### src/rtl/apb2axi_pkg.sv
// Shared types and constants for the APB3-to-AXI4 single-beat bridge.
package apb2axi_pkg;

  typedef enum logic [2:0] {
    ST_IDLE,
    ST_WR_REQ,
    ST_WR_RESP,
    ST_RD_REQ,
    ST_RD_RESP,
    ST_DONE
  } state_e;

  localparam logic [1:0] RESP_OKAY   = 2'b00;
  localparam logic [1:0] RESP_EXOKAY = 2'b01;
  localparam logic [1:0] RESP_SLVERR = 2'b10;
  localparam logic [1:0] RESP_DECERR = 2'b11;

  localparam logic [1:0] BURST_INCR = 2'b01;
  localparam logic [2:0] PROT_NONE  = 3'b000;

  // AxSIZE encoding for a full-width beat.
  function automatic logic [2:0] axsize_for(input int data_w);
    return 3'($clog2(data_w / 8));
  endfunction

endpackage

### src/rtl/apb2axi_if.sv
// APB3 requester bus and AXI4 manager bus bundles used by the bridge.
interface apb2axi_apb_if #(
  parameter int ADDR_W = 32,
  parameter int DATA_W = 32
);
  logic              PSEL;
  logic              PENABLE;
  logic              PWRITE;
  logic [ADDR_W-1:0] PADDR;
  logic [DATA_W-1:0] PWDATA;
  logic              PREADY;
  logic [DATA_W-1:0] PRDATA;
  logic              PSLVERR;

  modport master (
    output PSEL, PENABLE, PWRITE, PADDR, PWDATA,
    input  PREADY, PRDATA, PSLVERR
  );

  modport slave (
    input  PSEL, PENABLE, PWRITE, PADDR, PWDATA,
    output PREADY, PRDATA, PSLVERR
  );
endinterface

interface apb2axi_axi_if #(
  parameter int ADDR_W = 32,
  parameter int DATA_W = 32,
  parameter int ID_W   = 16
);
  logic [ID_W-1:0]     AWID;
  logic [ADDR_W-1:0]   AWADDR;
  logic [7:0]          AWLEN;
  logic [2:0]          AWSIZE;
  logic [1:0]          AWBURST;
  logic [2:0]          AWPROT;
  logic                AWVALID;
  logic                AWREADY;
  logic [DATA_W-1:0]   WDATA;
  logic [DATA_W/8-1:0] WSTRB;
  logic                WLAST;
  logic                WVALID;
  logic                WREADY;
  logic [ID_W-1:0]     BID;
  logic [1:0]          BRESP;
  logic                BVALID;
  logic                BREADY;
  logic [ID_W-1:0]     ARID;
  logic [ADDR_W-1:0]   ARADDR;
  logic [7:0]          ARLEN;
  logic [2:0]          ARSIZE;
  logic [1:0]          ARBURST;
  logic [2:0]          ARPROT;
  logic                ARVALID;
  logic                ARREADY;
  logic [ID_W-1:0]     RID;
  logic [DATA_W-1:0]   RDATA;
  logic [1:0]          RRESP;
  logic                RLAST;
  logic                RVALID;
  logic                RREADY;

  modport master (
    output AWID, AWADDR, AWLEN, AWSIZE, AWBURST, AWPROT, AWVALID,
    input  AWREADY,
    output WDATA, WSTRB, WLAST, WVALID,
    input  WREADY,
    input  BID, BRESP, BVALID,
    output BREADY,
    output ARID, ARADDR, ARLEN, ARSIZE, ARBURST, ARPROT, ARVALID,
    input  ARREADY,
    input  RID, RDATA, RRESP, RLAST, RVALID,
    output RREADY
  );

  modport slave (
    input  AWID, AWADDR, AWLEN, AWSIZE, AWBURST, AWPROT, AWVALID,
    output AWREADY,
    input  WDATA, WSTRB, WLAST, WVALID,
    output WREADY,
    output BID, BRESP, BVALID,
    input  BREADY,
    input  ARID, ARADDR, ARLEN, ARSIZE, ARBURST, ARPROT, ARVALID,
    output ARREADY,
    output RID, RDATA, RRESP, RLAST, RVALID,
    input  RREADY
  );
endinterface

### src/rtl/apb2axi_bridge.sv
// APB3 completer that turns each access into one single-beat AXI4 transaction,
// holding PREADY low until the AXI response returns.
module apb2axi_bridge
  import apb2axi_pkg::*;
#(
  parameter int                       AXI4_ADDRESS_WIDTH = 32,
  parameter int                       AXI4_DATA_WIDTH    = 32,
  parameter int                       AXI4_ID_WIDTH      = 16,
  parameter logic [AXI4_ID_WIDTH-1:0] AXI_ID             = '0,
  parameter int                       APB_ADDR_WIDTH     = 32
) (
  input  logic           ACLK,
  input  logic           ARESET,
  apb2axi_apb_if.slave   apb,
  apb2axi_axi_if.master  axi
);

  state_e                          state_q, state_d;
  logic [AXI4_ADDRESS_WIDTH-1:0]   addr_q, addr_d;
  logic [AXI4_DATA_WIDTH-1:0]      wdata_q, wdata_d;
  logic [AXI4_DATA_WIDTH-1:0]      prdata_q, prdata_d;
  logic                            err_q, err_d;
  logic                            aw_done_q, aw_done_d;
  logic                            w_done_q, w_done_d;

  logic awvalid, wvalid, arvalid, bready, rready, pready;
  logic aw_hs, w_hs;

  // VALIDs are decoded from registered state only, so they cannot glitch or
  // drop before their handshake.
  assign awvalid = (state_q == ST_WR_REQ) && !aw_done_q;
  assign wvalid  = (state_q == ST_WR_REQ) && !w_done_q;
  assign arvalid = (state_q == ST_RD_REQ);
  assign bready  = (state_q == ST_WR_RESP);
  assign rready  = (state_q == ST_RD_RESP);
  assign pready  = (state_q == ST_DONE);

  assign aw_hs = awvalid && axi.AWREADY;
  assign w_hs  = wvalid && axi.WREADY;

  always_comb begin
    state_d   = state_q;
    addr_d    = addr_q;
    wdata_d   = wdata_q;
    prdata_d  = prdata_q;
    err_d     = err_q;
    aw_done_d = aw_done_q;
    w_done_d  = w_done_q;
    case (state_q)
      ST_IDLE: begin
        if (apb.PSEL && apb.PENABLE && !pready) begin
          addr_d    = AXI4_ADDRESS_WIDTH'(apb.PADDR);
          wdata_d   = apb.PWDATA;
          aw_done_d = 1'b0;
          w_done_d  = 1'b0;
          state_d   = apb.PWRITE ? ST_WR_REQ : ST_RD_REQ;
        end
      end
      ST_WR_REQ: begin
        if (aw_hs) aw_done_d = 1'b1;
        if (w_hs)  w_done_d  = 1'b1;
        if ((aw_done_q || aw_hs) && (w_done_q || w_hs)) state_d = ST_WR_RESP;
      end
      ST_WR_RESP: begin
        if (axi.BVALID) begin
          err_d   = axi.BRESP[1];
          state_d = ST_DONE;
        end
      end
      ST_RD_REQ: begin
        if (axi.ARREADY) state_d = ST_RD_RESP;
      end
      ST_RD_RESP: begin
        if (axi.RVALID) begin
          prdata_d = axi.RDATA;
          err_d    = axi.RRESP[1];
          state_d  = ST_DONE;
        end
      end
      ST_DONE: begin
        aw_done_d = 1'b0;
        w_done_d  = 1'b0;
        state_d   = ST_IDLE;
      end
      default: state_d = ST_IDLE;
    endcase
  end

  always_ff @(posedge ACLK) begin
    if (ARESET) begin
      state_q   <= ST_IDLE;
      addr_q    <= '0;
      wdata_q   <= '0;
      prdata_q  <= '0;
      err_q     <= 1'b0;
      aw_done_q <= 1'b0;
      w_done_q  <= 1'b0;
    end else begin
      state_q   <= state_d;
      addr_q    <= addr_d;
      wdata_q   <= wdata_d;
      prdata_q  <= prdata_d;
      err_q     <= err_d;
      aw_done_q <= aw_done_d;
      w_done_q  <= w_done_d;
    end
  end

  assign apb.PREADY  = pready;
  assign apb.PSLVERR = pready && err_q;
  assign apb.PRDATA  = prdata_q;

  assign axi.AWID    = AXI_ID;
  assign axi.AWADDR  = addr_q;
  assign axi.AWLEN   = 8'd0;
  assign axi.AWSIZE  = axsize_for(AXI4_DATA_WIDTH);
  assign axi.AWBURST = BURST_INCR;
  assign axi.AWPROT  = PROT_NONE;
  assign axi.AWVALID = awvalid;
  assign axi.WDATA   = wdata_q;
  assign axi.WSTRB   = '1;
  assign axi.WLAST   = 1'b1;
  assign axi.WVALID  = wvalid;
  assign axi.BREADY  = bready;
  assign axi.ARID    = AXI_ID;
  assign axi.ARADDR  = addr_q;
  assign axi.ARLEN   = 8'd0;
  assign axi.ARSIZE  = axsize_for(AXI4_DATA_WIDTH);
  assign axi.ARBURST = BURST_INCR;
  assign axi.ARPROT  = PROT_NONE;
  assign axi.ARVALID = arvalid;
  assign axi.RREADY  = rready;

  // IDs, RLAST and the low response bit carry nothing for single-beat traffic.
  logic unused_resp;
  assign unused_resp = ^{axi.BID, axi.RID, axi.RLAST, axi.BRESP[0], axi.RRESP[0]};

endmodule

### src/flat_wrapper.sv
// flat-port wrapper written by rule: the top's interface ports become plain ports
module apb2axi_bridge_flat import apb2axi_pkg::*;
#(
  parameter int                       AXI4_ADDRESS_WIDTH = 32,
  parameter int                       AXI4_DATA_WIDTH    = 32,
  parameter int                       AXI4_ID_WIDTH      = 16,
  parameter logic [AXI4_ID_WIDTH-1:0] AXI_ID             = '0,
  parameter int                       APB_ADDR_WIDTH     = 32
)
  (ACLK, ARESET, apb_PSEL, apb_PENABLE, apb_PWRITE, apb_PADDR, apb_PWDATA, apb_PREADY, apb_PRDATA, apb_PSLVERR, axi_AWID, axi_AWADDR, axi_AWLEN, axi_AWSIZE, axi_AWBURST, axi_AWPROT, axi_AWVALID, axi_AWREADY, axi_WDATA, axi_WSTRB, axi_WLAST, axi_WVALID, axi_WREADY, axi_BID, axi_BRESP, axi_BVALID, axi_BREADY, axi_ARID, axi_ARADDR, axi_ARLEN, axi_ARSIZE, axi_ARBURST, axi_ARPROT, axi_ARVALID, axi_ARREADY, axi_RID, axi_RDATA, axi_RRESP, axi_RLAST, axi_RVALID, axi_RREADY);
  apb2axi_apb_if #(.ADDR_W((32)), .DATA_W((32))) apb_i ();
  apb2axi_axi_if #(.ADDR_W((32)), .DATA_W((32)), .ID_W((16))) axi_i ();
  input  logic ACLK;
  input  logic ARESET;
  input wire logic [$bits(apb_i.PSEL)-1:0] apb_PSEL;
  input wire logic [$bits(apb_i.PENABLE)-1:0] apb_PENABLE;
  input wire logic [$bits(apb_i.PWRITE)-1:0] apb_PWRITE;
  input wire logic [$bits(apb_i.PADDR)-1:0] apb_PADDR;
  input wire logic [$bits(apb_i.PWDATA)-1:0] apb_PWDATA;
  output wire logic [$bits(apb_i.PREADY)-1:0] apb_PREADY;
  output wire logic [$bits(apb_i.PRDATA)-1:0] apb_PRDATA;
  output wire logic [$bits(apb_i.PSLVERR)-1:0] apb_PSLVERR;
  output wire logic [$bits(axi_i.AWID)-1:0] axi_AWID;
  output wire logic [$bits(axi_i.AWADDR)-1:0] axi_AWADDR;
  output wire logic [$bits(axi_i.AWLEN)-1:0] axi_AWLEN;
  output wire logic [$bits(axi_i.AWSIZE)-1:0] axi_AWSIZE;
  output wire logic [$bits(axi_i.AWBURST)-1:0] axi_AWBURST;
  output wire logic [$bits(axi_i.AWPROT)-1:0] axi_AWPROT;
  output wire logic [$bits(axi_i.AWVALID)-1:0] axi_AWVALID;
  input wire logic [$bits(axi_i.AWREADY)-1:0] axi_AWREADY;
  output wire logic [$bits(axi_i.WDATA)-1:0] axi_WDATA;
  output wire logic [$bits(axi_i.WSTRB)-1:0] axi_WSTRB;
  output wire logic [$bits(axi_i.WLAST)-1:0] axi_WLAST;
  output wire logic [$bits(axi_i.WVALID)-1:0] axi_WVALID;
  input wire logic [$bits(axi_i.WREADY)-1:0] axi_WREADY;
  input wire logic [$bits(axi_i.BID)-1:0] axi_BID;
  input wire logic [$bits(axi_i.BRESP)-1:0] axi_BRESP;
  input wire logic [$bits(axi_i.BVALID)-1:0] axi_BVALID;
  output wire logic [$bits(axi_i.BREADY)-1:0] axi_BREADY;
  output wire logic [$bits(axi_i.ARID)-1:0] axi_ARID;
  output wire logic [$bits(axi_i.ARADDR)-1:0] axi_ARADDR;
  output wire logic [$bits(axi_i.ARLEN)-1:0] axi_ARLEN;
  output wire logic [$bits(axi_i.ARSIZE)-1:0] axi_ARSIZE;
  output wire logic [$bits(axi_i.ARBURST)-1:0] axi_ARBURST;
  output wire logic [$bits(axi_i.ARPROT)-1:0] axi_ARPROT;
  output wire logic [$bits(axi_i.ARVALID)-1:0] axi_ARVALID;
  input wire logic [$bits(axi_i.ARREADY)-1:0] axi_ARREADY;
  input wire logic [$bits(axi_i.RID)-1:0] axi_RID;
  input wire logic [$bits(axi_i.RDATA)-1:0] axi_RDATA;
  input wire logic [$bits(axi_i.RRESP)-1:0] axi_RRESP;
  input wire logic [$bits(axi_i.RLAST)-1:0] axi_RLAST;
  input wire logic [$bits(axi_i.RVALID)-1:0] axi_RVALID;
  output wire logic [$bits(axi_i.RREADY)-1:0] axi_RREADY;
  assign apb_i.PSEL = apb_PSEL;
  assign apb_i.PENABLE = apb_PENABLE;
  assign apb_i.PWRITE = apb_PWRITE;
  assign apb_i.PADDR = apb_PADDR;
  assign apb_i.PWDATA = apb_PWDATA;
  assign apb_PREADY = apb_i.PREADY;
  assign apb_PRDATA = apb_i.PRDATA;
  assign apb_PSLVERR = apb_i.PSLVERR;
  assign axi_AWID = axi_i.AWID;
  assign axi_AWADDR = axi_i.AWADDR;
  assign axi_AWLEN = axi_i.AWLEN;
  assign axi_AWSIZE = axi_i.AWSIZE;
  assign axi_AWBURST = axi_i.AWBURST;
  assign axi_AWPROT = axi_i.AWPROT;
  assign axi_AWVALID = axi_i.AWVALID;
  assign axi_i.AWREADY = axi_AWREADY;
  assign axi_WDATA = axi_i.WDATA;
  assign axi_WSTRB = axi_i.WSTRB;
  assign axi_WLAST = axi_i.WLAST;
  assign axi_WVALID = axi_i.WVALID;
  assign axi_i.WREADY = axi_WREADY;
  assign axi_i.BID = axi_BID;
  assign axi_i.BRESP = axi_BRESP;
  assign axi_i.BVALID = axi_BVALID;
  assign axi_BREADY = axi_i.BREADY;
  assign axi_ARID = axi_i.ARID;
  assign axi_ARADDR = axi_i.ARADDR;
  assign axi_ARLEN = axi_i.ARLEN;
  assign axi_ARSIZE = axi_i.ARSIZE;
  assign axi_ARBURST = axi_i.ARBURST;
  assign axi_ARPROT = axi_i.ARPROT;
  assign axi_ARVALID = axi_i.ARVALID;
  assign axi_i.ARREADY = axi_ARREADY;
  assign axi_i.RID = axi_RID;
  assign axi_i.RDATA = axi_RDATA;
  assign axi_i.RRESP = axi_RRESP;
  assign axi_i.RLAST = axi_RLAST;
  assign axi_i.RVALID = axi_RVALID;
  assign axi_RREADY = axi_i.RREADY;
  apb2axi_bridge #(.AXI4_ADDRESS_WIDTH(AXI4_ADDRESS_WIDTH), .AXI4_DATA_WIDTH(AXI4_DATA_WIDTH), .AXI4_ID_WIDTH(AXI4_ID_WIDTH), .AXI_ID(AXI_ID), .APB_ADDR_WIDTH(APB_ADDR_WIDTH)) u_core (.ACLK(ACLK), .ARESET(ARESET), .apb(apb_i), .axi(axi_i));
endmodule
### config.mk
export PLATFORM = sky130hd
export DESIGN_NAME = apb2axi_bridge_flat
export DESIGN_NICKNAME = d
export VERILOG_FILES = /design/src/rtl/apb2axi_pkg.sv /design/src/rtl/apb2axi_if.sv /design/src/rtl/apb2axi_bridge.sv /design/src/flat_wrapper.sv
export SDC_FILE = /design/constraint.sdc
export NUM_CORES = 1
export LEC_CHECK = 0
export CAP_MARGIN = 25
export CORE_AREA = 2 2 135 137
export DETAILED_ROUTE_END_ITERATION = 8
export DIE_AREA = 0 0 137 139
export PLACE_DENSITY = 0.66
export SYNTH_ARGS = -nofsm -noshare
export SYNTH_HDL_FRONTEND = slang
export SYNTH_SLANG_ARGS = --single-unit
### constraint.sdc
create_clock -name ACLK -period 1.48 [get_ports ACLK]
set_input_delay 0.296 -clock ACLK [delete_from_list [all_inputs] [get_ports ACLK]]
set_output_delay 0.296 -clock ACLK [all_outputs]
set_load 0.01 [all_outputs]
==> results.cfg <==
[finish]
design_area_mm2 = 0.008346
drive_above_1_share_pct = 23.99
antenna_cells = 0
syn_to_final_growth_pct = 75.57
fin_nets = 955
final_cells = 1046

[routing]
first_pass_iters = 4
drt_iter0_markers = 228
wl_per_cell_um = 16.71
vias = 4777
antenna_left = 0
drc = 0
drt_wl_total_mm = 17.48
viasPerCell = 4.567

[global_route]
grt.total_usage_pct = 15.65
grt_max_degree = 60
grt_pass1_wl_mm = 23.32
first_global_vias = 4226
grt_overflow = 0
antenna_found_initial = 0

[clocking]
cts_tree = done
cts_buffers = 9
clk_latency_ns = 0.35
postCtsHoldBufs = 0
htree_num_levels = 3
clock_path_buffers = 2
cts-root-buf = clkbuf_16
cts.sinks = 102
clkSlewWorstSetupHoldPaths_ns = 0.08

[die]
start_util_pct = 26.92
fp.dieH_um = 139
row_count = 49
dieArea_mm2 = 0.01904
fp.coreArea_mm2 = 0.01766
dieWidth_um = 137
pin_count = 347

[placement]
port_buffers = 242
dp_hpwl_mm = 10.49
dp_cells = 1007
placed_area_mm2 = 0.007019
post-place-ws_ns = -0.3361
gp_congestion = 0.8113

[setup_path]
r2r_start = u_core.state_q[0]
cp_num_buf_inv = 5
ff2ff_setup_slack_ns = -0.10
crit_chain = buf_6 -> buf_12 -> nor4bb_4 -> buf_6 -> buf_6 -> clkbuf_16 -> nand2_4 -> a21oi_2
crit_top_cell = buf_6
required_ns = 1.77
path_class = reg2reg
crit_path_max_fanout = 8
cp-end-kind = register
worst_ep_arrival_time_ns = 1.87
r2r_end = u_core.apb.PRDATA[18]
endpoint = u_core.apb.PRDATA[18]
slowest_stage = dfxtp_2
cp-start-kind = register
path_depth = 8
crit_family = buffers and inverters
max_stage_delay_ns = 0.33
reg2reg_depth = 8
critPathLaunch = u_core.state_q[0]

[sta]
hold_viol_final = 0
setup_tns_ns = -4.726
slew_viol_final = 0
fin_crit_ns = 1.581
setup_slack_ns = -0.1006
rsz0062_at_grt = yes
setup_viol = 93
fmaxAchievable_ghz = 0.6327
whs_ns = 0.2075
skew_ns = 0.005954
min_period_over_period_pct = 106.8

[power_and_ir_drop]
ir_drop_v = 0.0006050
leakagePower_nw = 3.590
power_density_mw_per_mm2 = 945.8

[synth]
postSynthCellCount = 590
avgSynthCellArea_um2 = 8.056
synth_area_mm2 = 0.004753
synth-seq-cells = 102
ys_seq_area_share_pct = 42.96
ys_types = 36
synth_warnings = 0

[run_status]
status = complete, but fails checks
violations = setup timing

[flow_run]
maxCapViolCount = 0

[hold_path]
worstHoldPathType = in2reg
what timing repair did:
| action | CTS | global route |
|---|---|---|
| endpoints found under the setup margin | 197 | 105 |
| buffers inserted | 4 | 6 |
| pin swaps | 3 | 72 |
| gates resized for setup | 174 | 170 |
| gates cloned | 3 | 11 |
final cells by class:
cell class | count | area, um^2
Clock buffer | 9 | 225.2
Clock inverter | 7 | 105.1
Fill cell | 1684 | 9311
Inverter | 1 | 3.754
Multi-Input combinational cell | 401 | 2603
Sequential cell | 102 | 2051
Tap cell | 229 | 286.5
Timing Repair Buffer | 297 | 3072
registers in the layout, summed over array words and instances, names as in the netlist:
| register | count |
|---|---|
| u_core.state_q | 3 |
| u_core.aw_done_q | 1 |
| u_core.axi.WDATA | 32 |
| u_core.axi.ARADDR | 32 |
| u_core.w_done_q | 1 |
| u_core.apb.PRDATA | 32 |
| u_core.err_q | 1 |
power by group:
| part | total, mW | internal (mW) | switching (mW) |
|---|---|---|---|
| Sequential | 3.00 | 2.91 | 0.0973 |
| Combinational | 2.23 | 1.08 | 1.15 |
| Clock | 2.66 | 1.51 | 1.15 |
| Total | 7.89 | 5.49 | 2.40 |
cells in the mapped netlist, drive strengths merged:
| library cell | n | area share [%] |
|---|---|---|
| clkbuf | 26 | 2.2 |
| nand4bb | 2 | 0.47 |
| o211a | 1 | 0.21 |
| a311oi | 1 | 0.18 |
| conb | 2 | 0.16 |
| nand2b | 2 | 0.26 |
| buf | 127 | 19 |
| nand3 | 64 | 6.7 |
| nor2 | 7 | 0.55 |
| nor4bb | 1 | 0.21 |
| dfxtp | 102 | 43 |
| o21ai | 67 | 7.1 |
| and3 | 1 | 0.13 |
| nor4 | 1 | 0.13 |
| o21ba | 1 | 0.21 |
| nor3b | 2 | 0.55 |
| a21oi | 99 | 10 |
| a32o | 1 | 0.21 |
| o22ai | 1 | 0.13 |
| and4bb | 1 | 0.26 |
| nor2b | 1 | 0.13 |
| nor3 | 2 | 0.21 |
| mux2i | 3 | 0.63 |
| a211oi | 1 | 0.16 |
| and2 | 1 | 0.13 |
| a31o | 1 | 0.18 |
| a2111oi | 2 | 0.39 |
| nand2 | 67 | 5.3 |
| inv | 1 | 0.079 |
| o211ai | 2 | 0.32 |
how the worst min path moves through the flow:
stage,endpoint,depth (start not counted),startpoint
global placement,u_core.apb.PRDATA[0],2,u_core.apb.PRDATA[0]
finish,u_core.axi.WDATA[11],2,ARESET
CTS,u_core.w_done_q,2,ARESET
floorplan,u_core.state_q[0],1,ARESET
detailed placement,u_core.apb.PRDATA[16],2,u_core.apb.PRDATA[16]
global route,u_core.axi.WDATA[11],2,ARESET
logic make-up after synthesis:
family,synth area share (%)
flops,42.96
mux,0.6318
simple gates,15.08
compound gates,19.48
buf+inv,21.69
other cells,0.1580
cells in the final DEF, fill, tap and decap left out, types with 2 or more instances in the layout:
cell,synthesis,routed
clkdlybuf4s50_1,0,106
nand3_1,64,34
bufbuf_16,0,2
nand3_2,0,15
a21oi_2,0,50
dfxtp_1,102,99
nand3_4,0,15
buf_12,0,11
bufinv_16,0,2
clkbuf_16,0,19
nand2b_1,2,2
o21ai_0,67,52
nand2_2,0,6
buf_4,114,20
nor2_1,7,6
a21oi_1,99,48
buf_2,10,6
buf_6,1,13
nand2_1,67,49
o211ai_1,2,2
conb_1,2,69
o21ai_1,0,14
nand4bb_4,0,2
nand2_4,0,12
dfxtp_4,0,2
clkinv_4,0,2
dlygate4sd2_1,0,128
mux2i_1,3,3
layer usage:
layer / up-vias / share of wire [%] / global-route usage, %
met5: - / 0 / 0
met4: 0 / 2.3 / 6.837
met3: 24 / 5.2 / 2.961
met2: 170 / 51 / 27.05
met1: 2280 / 41 / 18.64
li1: 2303 / - / -
stage by stage:
stage	total power [mW]	util [%]
after global routing	8.251	47.26
after global placement	4.877	39.75
after detailed placement	4.887	39.75
after floorplan	4.080	-
after CTS	7.512	41.68
final	7.893	47.26
Note: power is estimated with default switching activity, not from simulation.
